### config.mk
export PLATFORM = sky130hd
export DESIGN_NAME = dff_fetch
export DESIGN_NICKNAME = d
export VERILOG_FILES = /design/src/rtl/dff_fetch_pkg.sv /design/src/rtl/dff_fetch.sv
export SDC_FILE = /design/constraint.sdc
export NUM_CORES = 1
export LEC_CHECK = 0
export ABC_CLOCK_PERIOD_IN_PS = 950
export CAP_MARGIN = 20
export CORE_MARGIN = 10
export CORE_UTILIZATION = 42
export CTS_BUF_LIST = sky130_fd_sc_hd__clkbuf_8
export DETAILED_ROUTE_END_ITERATION = 10
export MAX_ROUTING_LAYER = met4
export PLACE_DENSITY_LB_ADDON = 0.2
export SLEW_MARGIN = 20
export SYNTH_ARGS = -nofsm -noshare
export SYNTH_HDL_FRONTEND = slang
export SYNTH_SLANG_ARGS = --single-unit
### constraint.sdc
create_clock -name clk -period 0.95 [get_ports clk]
set_input_delay 0.1425 -clock clk [delete_from_list [all_inputs] [get_ports clk]]
set_output_delay 0.1425 -clock clk [all_outputs]
set_load 0.02 [all_outputs]
### src/rtl/dff_fetch_pkg.sv
// Shared IF/ID pipeline definitions: datapath width and fetch-bundle field layout.
package dff_fetch_pkg;

  localparam int XLEN           = 32;
  localparam int IF_ID_W        = 2 * XLEN;
  localparam int IF_ID_INST_LSB = 0;
  localparam int IF_ID_PC_LSB   = XLEN;

  // Fetch bundle layout is {pc, inst}; the register itself never looks inside.
  function automatic logic [IF_ID_W-1:0] pack_if_id(input logic [XLEN-1:0] pc,
                                                    input logic [XLEN-1:0] inst);
    logic [IF_ID_W-1:0] bundle;
    bundle = '0;
    bundle[IF_ID_PC_LSB   +: XLEN] = pc;
    bundle[IF_ID_INST_LSB +: XLEN] = inst;
    return bundle;
  endfunction

endpackage

### src/rtl/dff_fetch.sv
// IF/ID pipeline register: loads the opaque fetch bundle on enabled edges, holds on stall.
module dff_fetch
  import dff_fetch_pkg::*;
#(
  parameter int N = IF_ID_W
) (
  input  logic         clk,
  input  logic         rst,
  input  logic         en,
  input  logic [N-1:0] D,
  output logic [N-1:0] Q
);

  // Active-low asynchronous clear takes priority over any coincident enabled edge.
  always_ff @(posedge clk or negedge rst) begin
    if (!rst) begin
      Q <= '0;
    end else if (en) begin
      Q <= D;
    end
  end

endmodule

==> results.txt, run 1 <==
----------------------------------------------------
[Route]
  Post-detailed-route wirelength per cell ... about 19 um
  Detail-routed via count per cell ... 4.52
  Total routed wirelength ... 7.20 mm
  Number of vias after detailed routing ... approximately 1700
  Number of DRC markers after the initial detailed-route iteration ... 53
  DRC violations left ... 0
  Post-DRT Antenna Nets ... 0
  DR pass1 iterations ... 4

[STA]
  Slew at the pin closest to its max-slew limit ... roughly 0.34 ns
  Hold slack final ... 0.298 ns
  Worst-case clock skew ... 0 ns
  Slew Limit Fails ... 0
  Unrepaired setup endpoints after global routing ... yes
  Period utilisation layout ... 107%
  Setup slack of the critical path after layout ... -0.0703 ns
  Maximum clock frequency ... roughly 1000 MHz
  Sum of negative setup slack ... -3.36 ns
  Worst rel slew slack ... 77.4%
  Hold violation count in the final report ... 0
  Crit path time final ... about 1.0 ns
  Number of setup violations in the final report ... 64

[Finish]
  Flip-flop count of the largest register after layout ... 64
  Largest registers ... Q: 64 flops
  Antenna cells ... 0
  Sequential cell area ... between 1500 and 2000 um^2
  Final-layout fill cell count ... 436
  Footprint of the multi-input gates ... 946 um^2
  Layout cell share with drive strength beyond 1 ... between 50% and 60%
  Post-Route Utilization ... a little over 70%
  Final Cell Area ... 4540 um^2
  Area grow syn2layout ... 69.4%
  Post-layout nets ... 369
  Register bank with the most flops ... Q

[Yosys]
  Number of enable-type register cells in the synthesized netlist ... 0
  Warning count from the yosys run ... 0
  Most repeated cell in the gate-level netlist after synthesis ... dfrtp_1
  Area leader, netlist ... dfrtp_1
  Mapped Nets ... slightly above 200
  Top cell type's share of synthesized area ... 59.8%
  Yosys cell types ... 5
  Area of the mapped netlist ... roughly 2700 um^2
  Leading cell types by count after synthesis ... dfrtp_1 (64), mux2_4 (60), buf_12 (6)
  Largest cells by area after synthesis ... dfrtp_1 (60%), mux2_4 (34%), buf_12 (4.5%)
  Yosys reg bits ... 64
  Post-synth ARST share ... 100%
  Post-Synthesis Mean Instance Area ... just under 20 um^2
  Cells after synthesis ... 135
  Synth Flop Type ... dfrtp_1
  Portion of the post-synthesis area used by sequential elements ... ~60%

[Die]
  Area inside the core boundary ... between 6000 and 7000 um^2
  Die Outline Area ... approximately 10000 um^2
  Height of the die ... roughly 100 um
  X dimension of the die ... around 100 um
  Row count ... 29
  Starting density of the core ... between 40% and 50%
  Number of top-level design ports ... roughly 130

[Setup path]
  Combined buffer and inverter count along the critical path ... 1
  Count of cell instances traversed by the critical path ... 1
  Crit path required time ... a little over 0.8 ns
  Peak per-stage delay on the critical path ... around 0.41 ns
  Critical-path cell with the highest stage delay ... dfrtp_1
  Capturing element of the worst setup path ... Q[28]
  Dominant delay contributor by cell family on the critical path ... flip-flops
  Crit start category ... register
  Maximum net fanout on the critical path ... 2
  Flop2flop setup slack ... 0.03 ns
  Length in cells of the worst reg-to-reg path ... 2
  Series of cell instances along the critical path ... buf_6
  Setup crit start ... Q[28]$_DFFE_PN0P_
  Crit Path Category ... reg2out
  Data arrival, critical path ... just under 0.9 ns
  Worst reg2reg endpoint ... Q[43]$_DFFE_PN0P_
  Kind of end point of the critical path ... primary output
  Startpoint of the worst-slack reg-to-reg timing path ... Q[43]$_DFFE_PN0P_

[Outcome]
  Violated checks ... negative setup slack
  Outcome ... finished with violations

[Global routing]
  Congestion Overflow GR ... 0
  Via count of the first global-routing pass ... just over 2000
  Pin count of the biggest net entering global routing ... between 60 and 70
  Global-route wire length before repair ... roughly 11 mm
  GRT Resource Usage Total ... between 10% and 20%
  Antenna violations before repair ... 0

[Clock tree]
  TritonCTS clock tree ... yes
  CTS buffer count ... 9
  CTS root buffer ... clkbuf_8
  Clock Sink Count ... 64
  Maximum root-to-sink buffer count ... 2
  Depth of the CTS H-tree ... 3
  Clk slew on worst S/H paths ... roughly 0.07 ns
  Clock insertion delay at the later pin of the skew report ... around 0.32 ns

[Placed design]
  Global placement routability congestion ... ~0.7
  Placed wire-length estimate ... ~5.2 mm
  Count of buffers from port buffering ... 130
  Post-Place Cell Area ... between 4000 and 5000 um^2

[Job]
  Maximum Capacitance Violations ... 0

[Pwr]
  Leakage power ... about 2.2 nW
  Power Dens Cells ... between 1500 and 2000 nW/um^2
  Worst supply voltage drop on vdd ... about 1.2 mV

[Worst hold path]
  Number of cells traversed by the worst hold path ... 3
  Hold crit path type ... in2reg

----------------------------------------------------
[power by group]
part	switching [mW]	internal (mW)	leakage (nW)
clock	1.03	1.35	0.0990
sequential	0.208	3.00	0.748
combinational	0.769	1.30	1.34
total	2.01	5.65	2.18
[layout make-up]
type,instances,share of cell area (%)
clock inverters,5,1.24
clock buffers,11,3.34
repair buffers,163,37.1
multi-input cells,64,20.8
flip-flops and latches,64,35.3
well taps,77,2.12
[through the flow]
step	total power [mW]	std cells	setup WS [ns]
3_5_place_dp	5.11	349	-0.166
6_report	7.66	384	-0.0703
5_1_grt	8.02	384	-0.123
2_1_floorplan	4.09	135	0.0762
4_1_cts	7.77	383	-0.101
3_3_place_gp	5.09	349	-0.160
[cells in the final DEF (no fill, tap or decap)]
| cell | count |
|---|---|
| mux2_2 | 4 |
| buf_12 | 4 |
| dfrtp_1 | 64 |
| clkdlybuf4s50_1 | 64 |
| clkinvlp_4 | 3 |
| dlygate4sd3_1 | 1 |
| inv_1 | 1 |
| buf_4 | 26 |
| clkbuf_8 | 11 |
| bufinv_16 | 1 |
| buf_6 | 67 |
| buf_2 | 1 |
| mux2_4 | 60 |
[metal layers]
metal / routed length [um] / GRT usage, % / part of all wire [%]
met1: 2950 / 16.8 / 41
met2: 3620 / 23.9 / 50
met3: 585 / 6.46 / 8.1
met4: 38 / 4.96 / 0.53
met5: 0 / - / 0
[cell families after synthesis]
group                  synth area share, %
buffers and inverters                 4.90
multiplexers                          35.3
flip-flops                            59.8
[repair_timing]
item	4_1_cts	5_1_grt
hold endpoints to repair	64	0
setup endpoints to repair	64	67
resized for setup	386	3
setup buffers	17	4
hold buffers	1	0
[worst min path at each step]
stage | startpoint | end | slack (ns)
2_1_floorplan | rst | Q[0]$_DFFE_PN0P_ | -0.15
3_3_place_gp | rst | Q[11]$_DFFE_PN0P_ | 0.19
3_5_place_dp | rst | Q[12]$_DFFE_PN0P_ | 0.18
4_1_cts | en | Q[25]$_DFFE_PN0P_ | 0.28
5_1_grt | en | Q[25]$_DFFE_PN0P_ | 0.28
6_report | en | Q[25]$_DFFE_PN0P_ | 0.30
Note: power is estimated with default switching activity, not from simulation.
==> run 2, diff against run 1 <==
CORE_MARGIN = 3   (was 10)
==> run 2 against run 1 <==
Net effect:
- routed wire length decreased by 12%
- worst setup slack improved by 0.012 ns
- clock-buffer cell count rose by 2
- critical path depth is the same
- worst hold slack gained 0.00097 ns
- global-route usage rose by 3.3 points
- register-to-register slack about the same
- sequential power hardly changed
- maximum frequency is 1.2% higher
- cell area up 1.4%
- the run still ends with negative setup slack left
==> results.txt, run 2 (synthesis gave the netlist of run 1 again) <==
----------------------------------------------------
[Die]
  Die Outline Area ... 7370 um^2 (was 9970 um^2)
  Area inside the core boundary ... 6060 um^2 (was 6280 um^2)
  X dimension of the die ... 85.9 um (was 99.9 um)
  Starting density of the core ... 44.2% (was 42.7%)
  Height of the die ... 85.9 um (was 99.9 um)
  Row count ... 28 (was 29)
  Number of top-level design ports ... 131 (unchanged)

[Setup path]
  Dominant delay contributor by cell family on the critical path ... flip-flops (unchanged)
  Length in cells of the worst reg-to-reg path ... 2 (unchanged)
  Kind of end point of the critical path ... primary output (unchanged)
  Series of cell instances along the critical path ... buf_6 (unchanged)
  Flop2flop setup slack ... 0.04 ns (was 0.03 ns)
  Data arrival, critical path ... 0.87 ns (was 0.88 ns)
  Crit Path Category ... reg2out (unchanged)
  Combined buffer and inverter count along the critical path ... 1 (unchanged)
  Critical-path cell with the highest stage delay ... dfrtp_1 (unchanged)
  Worst reg2reg endpoint ... Q[28]$_DFFE_PN0P_ (was Q[43]$_DFFE_PN0P_)
  Maximum net fanout on the critical path ... 2 (unchanged)
  Crit path required time ... 0.81 ns (about the same)
  Startpoint of the worst-slack reg-to-reg timing path ... Q[28]$_DFFE_PN0P_ (was Q[43]$_DFFE_PN0P_)
  Peak per-stage delay on the critical path ... 0.41 ns (about the same)
  Crit start category ... register (unchanged)

[Job]
  Maximum Capacitance Violations ... 0 (unchanged)

[Outcome]
  Violated checks ... negative setup slack (unchanged)
  Outcome ... finished with violations (unchanged)

[Worst hold path]
  Hold crit path type ... in2reg (unchanged)
  Min-Delay Endpoint ... Q[0]$_DFFE_PN0P_ (was Q[25]$_DFFE_PN0P_)
  Hold Crit Start ... en (unchanged)
  Number of cells traversed by the worst hold path ... 3 (unchanged)

[Finish]
  Antenna cells ... 0 (unchanged)
  Layout cell share with drive strength beyond 1 ... 58.9% (was 57.7%)
  Post-layout nets ... 378 (was 369)
  Largest registers ... Q: 64 flops (unchanged)
  Flip-flop count of the largest register after layout ... 64 (unchanged)
  Commonest non-fill, non-tap cell in the layout ... buf_6 (unchanged)
  Post-Route Utilization ... 75.9% (was 72.3%)
  Most frequent cells in the layout ... buf_6 (67), dfrtp_1 (64), clkdlybuf4s50_1 (64), mux2_4 (60), buf_4 (36) (was buf_6 (67), dfrtp_1 (64), clkdlybuf4s50_1 (64), mux2_4 (60), buf_4 (26))
  Area grow syn2layout ... 71.7% (was 69.4%)
  Register bank with the most flops ... Q (unchanged)

[Clock tree]
  Maximum root-to-sink buffer count ... 2 (unchanged)
  TritonCTS clock tree ... yes (unchanged)
  Depth of the CTS H-tree ... 3 (unchanged)
  CTS root buffer ... clkbuf_8 (unchanged)
  Clock insertion delay at the later pin of the skew report ... 0.32 ns (about the same)
  CTS buffer count ... 9 (unchanged)
  Clk slew on worst S/H paths ... 0.07 ns (about the same)
  Clock Sink Count ... 64 (unchanged)

[Global routing]
  Via count of the first global-routing pass ... 1997 (was 2029)
  Antenna violations before repair ... 0 (unchanged)
  Pin count of the biggest net entering global routing ... 65 (unchanged)
  GRT Resource Usage Total ... 18.4% (was 15.1%)
  Congestion Overflow GR ... 0 (unchanged)
  Global-route wire length before repair ... 10.1 mm (was 11.2 mm)

[STA]
  Number of setup violations in the final report ... 64 (unchanged)
  Worst-case clock skew ... 0 ns (unchanged)
  Hold slack final ... 0.299 ns (was 0.298 ns)
  Setup slack of the critical path after layout ... -0.0579 ns (was -0.0703 ns)
  Period utilisation layout ... 106% (was 107%)
  Hold violation count in the final report ... 0 (unchanged)
  Maximum clock frequency ... 992 MHz (was 980 MHz)
  Slew Limit Fails ... 0 (unchanged)
  Slew at the pin closest to its max-slew limit ... 0.342 ns (was 0.339 ns)
  Worst rel slew slack ... 77.2% (was 77.4%)
  Sum of negative setup slack ... -2.73 ns (was -3.36 ns)
  Crit path time final ... 1.01 ns (was 1.02 ns)
  Unrepaired setup endpoints after global routing ... yes (unchanged)

[Pwr]
  Worst supply voltage drop on vdd ... 1.33 mV (was 1.22 mV)
  Leakage power ... 2.24 nW (was 2.18 nW)
  Total power after layout ... 7.77 mW (was 7.66 mW)
  Power Dens Cells ... 1690 nW/um^2 (about the same)

[Placed design]
  Placed wire-length estimate ... 4.35 mm (was 5.20 mm)
  Count of buffers from port buffering ... 130 (unchanged)
  Global placement routability congestion ... 0.693 (was 0.712)

[Route]
  Detail-routed via count per cell ... 4.58 (was 4.52)
  Number of vias after detailed routing ... 1792 (was 1735)
  Post-detailed-route wirelength per cell ... 16.2 um (was 18.7 um)
  Post-DRT Antenna Nets ... 0 (unchanged)
  Number of DRC markers after the initial detailed-route iteration ... 46 (was 53)
  DRC violations left ... 0 (unchanged)
  DR pass1 iterations ... 3 (was 4)
  Total routed wirelength ... 6.32 mm (was 7.20 mm)

----------------------------------------------------
-- run 2: cell count changes in the layout (fill, tap and decap cells not counted), sizes merged --
cell / previous run / this run
buf: 98 / 107
clkinvlp: 3 / 0
clkbuf: 11 / 13
clkinv: 0 / 1
-- run 2: timing repair --
action                                 in CTS  in global routing
hold buffers                                1                  0
setup endpoints to repair                  64                 67
gates resized for setup                   386                  4
cloned                                      0                  0
endpoints found under the hold margin      64                  0
buffers inserted                           19                  9
-- run 2: per-stage QoR --
step | area, um^2 | setup slack, ns | instances
finish | 4600 | -0.0579 | 391
global placement | 4090 | -0.147 | 349
floorplan | 2680 | 0.0762 | 135
CTS | 4550 | -0.0811 | 385
detailed placement | 4090 | -0.159 | 349
global route | 4600 | -0.105 | 391
-- run 2: worst max path at each step --
stage / slack, ns / end / cells after the start / startpoint
2_1_floorplan: 0.08 / Q[10]$_DFFE_PN0P_ / 3 / en
3_3_place_gp: -0.15 / Q[55] / 1 / Q[55]$_DFFE_PN0P_
3_5_place_dp: -0.16 / Q[33] / 1 / Q[33]$_DFFE_PN0P_
4_1_cts: -0.08 / Q[52] / 1 / Q[52]$_DFFE_PN0P_
5_1_grt: -0.11 / Q[55] / 1 / Q[55]$_DFFE_PN0P_
6_report: -0.06 / Q[25] / 1 / Q[25]$_DFFE_PN0P_
-- run 2: cell type report --
cell class | instances | area [um^2]
Timing Repair Buffer | 172 | 1740
Tap cell | 75 | 93.8
Sequential cell | 64 | 1600
Multi-Input combinational cell | 64 | 946
Clock inverter | 3 | 38.8
Clock buffer | 13 | 179
Fill cell | 385 | 1460
-- run 2: routing by layer --
metal	part of all wire, %	GRT usage (%)
met5	0	-
met1	43	23.6
met4	0.86	6.91
met3	5.8	3.94
met2	51	28.7
-- run 2: power by group --
group | leakage, nW | internal [mW] | total (mW) | switching [mW]
sequential | 0.748 | 3.00 | 3.21 | 0.205
clock | 0.117 | 1.49 | 2.47 | 0.984
combinational | 1.37 | 1.33 | 2.09 | 0.761
total | 2.24 | 5.82 | 7.77 | 1.95
-- run 2: worst reg2reg max path: stages (launching register included) --
cell,delay [ns]
dfrtp_1,0.40
buf_4,0.14
mux2_4,0.26
